File: src/rtl/seg7_scan_driver.sv
// ============================================================================
// seg7_scan_driver : time-multiplexed hex driver for a NUM_DIGITS 7-segment bank
// Rev 1.0 : initial release
// ============================================================================
`default_nettype none

module seg7_scan_driver #(
    parameter int NUM_DIGITS     = 4,
    parameter int REFRESH_DIV    = 100000,
    parameter bit AN_ACTIVE_LOW  = 1'b1,
    parameter bit SEG_ACTIVE_LOW = 1'b1
) (
    input  logic                      clk,
    input  logic                      rst,
    input  logic [4*NUM_DIGITS-1:0]   value,
    input  logic [NUM_DIGITS-1:0]     dp_in,
    input  logic                      blank_lz,
    input  logic                      disp_en,
    output logic [6:0]                seg,
    output logic                      dp,
    output logic [NUM_DIGITS-1:0]     an,
    output logic [2:0]                digit_idx,
    output logic                      frame_done
);

    localparam int                    CNT_W      = (REFRESH_DIV > 1) ? $clog2(REFRESH_DIV) : 1;
    localparam logic [CNT_W-1:0]      C_CNT_MAX  = CNT_W'(REFRESH_DIV - 1);
    localparam logic [2:0]            C_LAST_IDX = 3'(NUM_DIGITS - 1);
    localparam logic [NUM_DIGITS-1:0] C_AN_OFF   = {NUM_DIGITS{AN_ACTIVE_LOW}};
    localparam logic [6:0]            C_SEG_OFF  = {7{SEG_ACTIVE_LOW}};
    localparam logic                  C_DP_OFF   = SEG_ACTIVE_LOW;

    function automatic logic [6:0] hex_to_seg(input logic [3:0] nib);
        logic [6:0] s;
        case (nib)
            4'h0:    s = 7'b1111110;
            4'h1:    s = 7'b0110000;
            4'h2:    s = 7'b1101101;
            4'h3:    s = 7'b1111001;
            4'h4:    s = 7'b0110011;
            4'h5:    s = 7'b1011011;
            4'h6:    s = 7'b1011111;
            4'h7:    s = 7'b1110000;
            4'h8:    s = 7'b1111111;
            4'h9:    s = 7'b1111011;
            4'hA:    s = 7'b1110111;
            4'hB:    s = 7'b0011111;
            4'hC:    s = 7'b1001110;
            4'hD:    s = 7'b0111101;
            4'hE:    s = 7'b1001111;
            default: s = 7'b1000111;
        endcase
        return s;
    endfunction

    logic [CNT_W-1:0]          cnt_q,        cnt_d;
    logic [2:0]                idx_q,        idx_d;
    logic [4*NUM_DIGITS-1:0]   shadow_val_q, shadow_val_d;
    logic [NUM_DIGITS-1:0]     shadow_dp_q,  shadow_dp_d;
    logic                      frame_done_q, frame_done_d;
    logic [NUM_DIGITS-1:0]     an_q,         an_d;
    logic [6:0]                seg_q,        seg_d;
    logic                      dp_q,         dp_d;

    logic                      w_tick;
    logic                      w_wrap;
    logic [2:0]                w_idx_next;
    logic [4*NUM_DIGITS-1:0]   w_frame_val;
    logic [NUM_DIGITS-1:0]     w_frame_dp;
    logic [NUM_DIGITS-1:0]     w_lz;
    logic                      w_all_zero;
    logic [3:0]                w_nib;
    logic                      w_blank;
    logic                      w_dp_hi;
    logic [NUM_DIGITS-1:0]     w_an_hi;
    logic [6:0]                w_seg_hi;

    // Digit 0 of a new frame sees the value sampled on the same edge that
    // captures the shadow, so the whole frame is decoded from one snapshot.
    always_comb begin
        w_tick      = (cnt_q == C_CNT_MAX);
        w_wrap      = (idx_q == C_LAST_IDX);
        w_idx_next  = w_wrap ? 3'd0 : idx_q + 3'd1;
        w_frame_val = w_wrap ? value : shadow_val_q;
        w_frame_dp  = w_wrap ? dp_in : shadow_dp_q;

        w_lz       = '0;
        w_all_zero = 1'b1;
        for (int i = NUM_DIGITS - 1; i >= 0; i--) begin
            w_all_zero = w_all_zero && (w_frame_val[4*i +: 4] == 4'd0);
            w_lz[i]    = w_all_zero && blank_lz && (i != 0);
        end

        w_nib   = 4'd0;
        w_blank = 1'b0;
        w_dp_hi = 1'b0;
        w_an_hi = '0;
        for (int i = 0; i < NUM_DIGITS; i++) begin
            if (w_idx_next == 3'(i)) begin
                w_nib      = w_frame_val[4*i +: 4];
                w_blank    = w_lz[i];
                w_dp_hi    = w_frame_dp[i];
                w_an_hi[i] = 1'b1;
            end
        end
        w_seg_hi = w_blank ? 7'd0 : hex_to_seg(w_nib);
    end

    always_comb begin
        cnt_d        = w_tick ? '0 : cnt_q + CNT_W'(1);
        idx_d        = w_tick ? w_idx_next : idx_q;
        frame_done_d = w_tick && w_wrap;
        shadow_val_d = shadow_val_q;
        shadow_dp_d  = shadow_dp_q;
        if (w_tick && w_wrap) begin
            shadow_val_d = value;
            shadow_dp_d  = dp_in;
        end

        an_d  = an_q;
        seg_d = seg_q;
        dp_d  = dp_q;
        if (!disp_en) begin
            an_d  = C_AN_OFF;
            seg_d = C_SEG_OFF;
            dp_d  = C_DP_OFF;
        end else if (w_tick) begin
            an_d  = w_an_hi  ^ C_AN_OFF;
            seg_d = w_seg_hi ^ C_SEG_OFF;
            dp_d  = w_dp_hi  ^ C_DP_OFF;
        end
    end

    always_ff @(posedge clk) begin
        if (rst) begin
            cnt_q        <= '0;
            idx_q        <= C_LAST_IDX;
            shadow_val_q <= '0;
            shadow_dp_q  <= '0;
            frame_done_q <= 1'b0;
            an_q         <= C_AN_OFF;
            seg_q        <= C_SEG_OFF;
            dp_q         <= C_DP_OFF;
        end else begin
            cnt_q        <= cnt_d;
            idx_q        <= idx_d;
            shadow_val_q <= shadow_val_d;
            shadow_dp_q  <= shadow_dp_d;
            frame_done_q <= frame_done_d;
            an_q         <= an_d;
            seg_q        <= seg_d;
            dp_q         <= dp_d;
        end
    end

    assign seg        = seg_q;
    assign dp         = dp_q;
    assign an         = an_q;
    assign digit_idx  = idx_q;
    assign frame_done = frame_done_q;

endmodule

`default_nettype wire

File: config.mk
export PLATFORM = sky130hd
export DESIGN_NAME = seg7_scan_driver
export DESIGN_NICKNAME = d
export VERILOG_FILES = /design/src/rtl/seg7_scan_driver.sv
export SDC_FILE = /design/constraint.sdc
export NUM_CORES = 1
export LEC_CHECK = 0
export CAP_MARGIN = 20
export CELL_PAD_IN_SITES_DETAIL_PLACEMENT = 1
export CELL_PAD_IN_SITES_GLOBAL_PLACEMENT = 1
export CORE_ASPECT_RATIO = 0.6
export CORE_UTILIZATION = 47
export DETAILED_ROUTE_END_ITERATION = 16
export DONT_BUFFER_PORTS = 1
export MAX_ROUTING_LAYER = met4
export PLACE_DENSITY_LB_ADDON = 0.1
export SKIP_CTS_REPAIR_TIMING = 1
export SYNTH_ARGS = -nofsm -noshare
export SYNTH_HDL_FRONTEND = slang
export SYNTH_SLANG_ARGS = --single-unit
File: constraint.sdc
create_clock -name clk -period 3.5 [get_ports clk]
set_input_delay 1.05 -clock clk [delete_from_list [all_inputs] [get_ports clk]]
set_output_delay 1.05 -clock clk [all_outputs]
set_load 0.01 [all_outputs]
# Word level (Yosys, flattened, before mapping)
# Memory sizes are Yosys's and may differ from the RTL's.
# Cells that the tools add are included.
[word_totals]
register_bits = 53
romBits = 112
input_bits = 24
out_inout_bits = 16
elab_cells = 51
mem_count = 1
[mem_list]
columns = ["name", "depth", "word_bits", "read_ports", "rd_clocked_by_memory_dff", "wr", "line", "source"]
rows = [
  ["(no name shown)", 16, 7, 1, 0, 0, "35", "case (nib)"],
]
[classes]
n_addsub = 2
n_eq_ne = 5
muxes = 19
n_bitwise = 4
reduce_logical = 12
[ops]
columns = ["op", "n"]
rows = [
  ["$mux W4", 5],
  ["$add A17 B1 Y17 const B", 1],
  ["$eq A17 B17 Y1 const B", 1],
  ["$mux W16", 1],
  ["$logic_not A4 Y1", 3],
  ["$mux W1", 11],
  ["$eq A3 B2 Y1 const B", 3],
  ["$mux W7", 1],
  ["$not A7 Y7", 1],
  ["$logic_and A1 B1 Y1", 6],
  ["$not A4 Y4", 1],
  ["$reduce_or A2 Y1", 2],
  ["$add A3 B1 Y3 const B", 1],
  ["$eq A3 B1 Y1 const B", 1],
  ["$logic_not A3 Y1", 1],
  ["$mux W3", 1],
  ["$not A1 Y1", 2],
]

# Depth between registers and ports, before layout
[depth]
word_depth = 11
ltp_mapped = 14
depth_no_buf = 12

# Least setup slack after synthesis
# OpenSTA, ideal clock, no wires.
[synth_timing]
path_type = "register to register"
startpoint = "register idx_q[0] (netlist: digit_idx[0])"
endpoint = "register seg_q[0] (netlist: seg[0])"
setup_time_ns = 0.122
arrival_time_ns = 2.903
required_time_ns = 3.378
slack_ns = 0.476
path_stages_with_launch = 13
path_buffers = 1
period_less_slack_ns = 3.024
cell_sequence = "dfxtp_1 inv_1 ha_1 clkbuf_1 a21bo_2 a21boi_1 o21ai_1 a222oi_1 inv_1 ha_1 mux2_2 a221oi_1 nor2_1"
[synth_between]
elab_chain_len = 11
word_cells_on_any_way = 26
cone_classes = "add/sub (1); eq/ne (4); mux (10); bitwise (1); reduce/logical (9); memory (1)"
[synth_lines]
columns = ["element", "line", "source"]
rows = [
  ["from (decl)", "57", "logic [2:0] idx_q, idx_d;"],
  ["from (signal assigned)", "146", "idx_q <= idx_d;"],
  ["branches (longest 9 deep; another with $mem_v2 Z16 W7)", "n/a", ""],
  ["$mux W7 (*)", "106", "w_seg_hi = w_blank ? 7'd0 : hex_to_seg(w_nib);"],
  ["$not A7 Y7 (no line) (*)", "n/a", ""],
  ["to (signal assigned)", "151", "seg_q <= seg_d;"],
  ["to (decl)", "62", "logic [6:0] seg_q, seg_d;"],
]
# Every way passes the cells marked *.
# A chain may end at the register's enable or synchronous reset.

# Worst setup path after layout
# Ends and elaborated chain as after synthesis.

==> results.md <==
- PwrDens: 349 mW/mm^2
- Final TNS setup: 0 ns
- Peak Freq: 306 MHz
- Worst endpoint required time: 3.71 ns
- Peak VDD IR: 143 uV
- Sinks on Clock Net: 53
- RSZ-0062 raised after global routing: no
- Setup violators final: 0
- Placed instance count: 447
- Critical Path Fanout Max: 12
- Share of cells above drive strength 1: 0.0720
- DRC: 0
- Die ar.: 0.00661 mm^2
- Chip width: 104 um
- 1st-iter DRT viols: 225
- GRT Util Overall: 0.277
- Outcome: finished, final reports clean
- Worst-skew pair later-pin latency: 0.32 ns
- Worst path bufs/invs: 3
- Detailed Route WL: 8420 um
- Initial antenna violation count: 0
- Leakage power: 1.19 nW
- Seq/Total Area, Yosys: 0.359
- Ys async rst share: 0
- Yosys cell types: 54
- Via density: 6.06
- Most common cell after layout, fill and taps aside: nand2_1
- Synthesized area per cell: 7.87 um^2
- CP max stage cell: dfxtp_1
- Number of port buffers: 0
- Post-DP HPWL: 6300 um
- Final Hold Viols: 0
- Final Net Count: 410
- Crit path launch type: register
- Period utilisation layout: 0.934
- Worst setup EP type: register
- CTS buffer count: 5
- Routed Antenna Nets: 0
- EDFF count, synth: 0
- Largest net degree at the start of global routing: 29
- Critical path class: register to register
- Clk root buf: clkbuf_8
- Slew HR: 0.508
- Layout area overhead: 7.21%
- Fin crit period: 3.27 ns
- CTS tree: done
- 1st-pass router iterations: 5
- Synthesized Nets: 411
- Actual slew at the worst max-slew pin: 0.738 ns
- CTS H-Tree Depth: 2
- First-pass GRT wire length: 14000 um
- Cell area after synthesis: 0.00295 mm^2
- Number of warnings issued by yosys: 0
- FILL cells: 744
- Die Y: 63.4 um
- Cell Rows: 21
- HP Class: register to register
- I/O pin total: 40
- Initial core utilization: 0.508
- Gr ovfl total: 0
- Drt wl/cell: 18.5 um
- Clock Tree Buf Depth: 2
- Fin. max-slew vios: 0
- Critical path cell sequence: ha_1, buf_4, inv_1, o31ai_1, a222oi_1, buf_4, ha_1, mux2_2, a221oi_1, nor2_1
- Antenna cells: 0
- Final Skew: 0.00538 ns
- Most frequent cells in the layout: 69 x nand2_1, 53 x dfxtp_1, 38 x nor2_1, 28 x a21oi_1, 16 x o21ai_0
- Fin cells: 455
- Core area: 0.00581 mm^2
- Synth Instances: 375
- CP top delay family: compound AO/OA/AOI/OAI gates
- Max cap viols: 0
- Dominant synthesized flop cell: dfxtp_1
- Critical Path AT: 3.48 ns
- Peak per-stage delay on the critical path: 0.51 ns
- Routability cong.: 0.920
- Vias in the first global route: 2716
- Via count: 2756
- Post-synthesis sequential element count: 53
- CTS clk-pin slew, worst paths: 0.10 ns
[cells by family (layout without fill, tap and decap cells)]
group,count (synthesis),after routing,synth area share
adders and majority gates,13,13,0.0543
and+or+nand+nor,155,155,0.241
xor gates and xnor gates,15,15,0.0445
muxes,14,14,0.0488
buffers and inverters,33,33,0.0466
AOI/OAI and AO/OA,92,92,0.206
DFF,53,53,0.359
[area by class of cell]
cell class                      count  area (um^2)  area share
Clock buffer                        5         68.8      0.0217
Clock inverter                      3         46.3      0.0146
Sequential cell                    53         1060       0.335
Timing Repair Buffer               11         82.6      0.0261
Multi-Input combinational cell    289         1750       0.554
Inverter                           14         52.6      0.0166
Tap cell                           80          100      0.0316
[worst paths after layout]
check	startpoint	endpoint	slack, ns	cells after the start
max reg2reg	digit_idx[0]$_SDFFE_PP1N_	seg[0]$_SDFFE_PP1N_	0.23	10
min	shadow_dp_q[0]$_SDFFE_PP0P_	shadow_dp_q[0]$_SDFFE_PP0P_	0.46	2
min reg2reg	shadow_dp_q[0]$_SDFFE_PP0P_	shadow_dp_q[0]$_SDFFE_PP0P_	0.46	2
max	digit_idx[0]$_SDFFE_PP1N_	seg[0]$_SDFFE_PP1N_	0.23	10
[routing by layer]
layer / GRT usage / routed length (um) / up-vias
met5: - / 0 / -
met4: 0.0607 / 87 / 0
met3: 0.0797 / 763 / 16
met2: 0.381 / 3370 / 118
met1: 0.394 / 4200 / 1305
li1: - / - / 1317
[per-stage QoR]
stage          power, mW   util  cell area (um^2)  hold WS, ns  setup slack, ns
5_1_grt             1.15  0.545              3160        0.479           0.0275
4_1_cts             1.12  0.545              3160        0.462            0.321
2_1_floorplan      0.666      -              2950        0.418            0.476
3_5_place_dp       0.678  0.525              3050        0.443            0.361
3_3_place_gp       0.676  0.525              3050        0.432            0.448
6_report            1.10  0.545              3160        0.465            0.230
[worst reg2reg max path, delay by kind of cell, from the launching register on]
family | cells | cell delay (ns)
AO/OA/AOI/OAI | 3 | 0.99
adder cells (fa/ha/maj) | 2 | 0.66
buffers and inverters | 3 | 0.66
flip-flops | 1 | 0.51
multiplexers | 1 | 0.28
AND/OR/NAND/NOR | 1 | 0.06
[cells in the mapped netlist (3+ instances only)]
cell      count  area [um^2]
inv_1        13         48.8
clkbuf_1     14         52.6
nor4_1        6         37.5
o21ai_0      16         80.1
nor2b_1       3         18.8
and2_1        3         18.8
buf_4         3         22.5
nand4_1       3         18.8
nand2_1      69          259
or4_1         3         22.5
a21boi_1      3         22.5
a21oi_1      28          140
ha_1         12          150
a211o_1       4         35.0
a31oi_1       3         18.8
a221oi_1      5         43.8
dfxtp_1      53         1060
mux2_2        3         33.8
xnor2_1       7         61.3
nand3_1      11         55.1
xor2_1        8         70.1
o211ai_1      3         22.5
nor2_1       38          143
nand2b_1      5         31.3
o221ai_1      3         26.3
o31ai_1       6         45.0
mux2i_1      11          110
or3_1         4         25.0
[power breakdown]
group	internal (mW)	leakage [nW]	total, mW	switching [mW]
registers	0.606	0.428	0.608	0.00231
clock network	0.215	0.0543	0.439	0.224
logic	0.0244	0.708	0.0575	0.0331
[registers in the layout, summed over array words and instances, names as in the netlist]
name,count
cnt_q,17
shadow_val_q,16
seg,7
an,4
shadow_dp_q,4
digit_idx,3
dp,1
frame_done,1
Power figures use the tool's default switching activity.
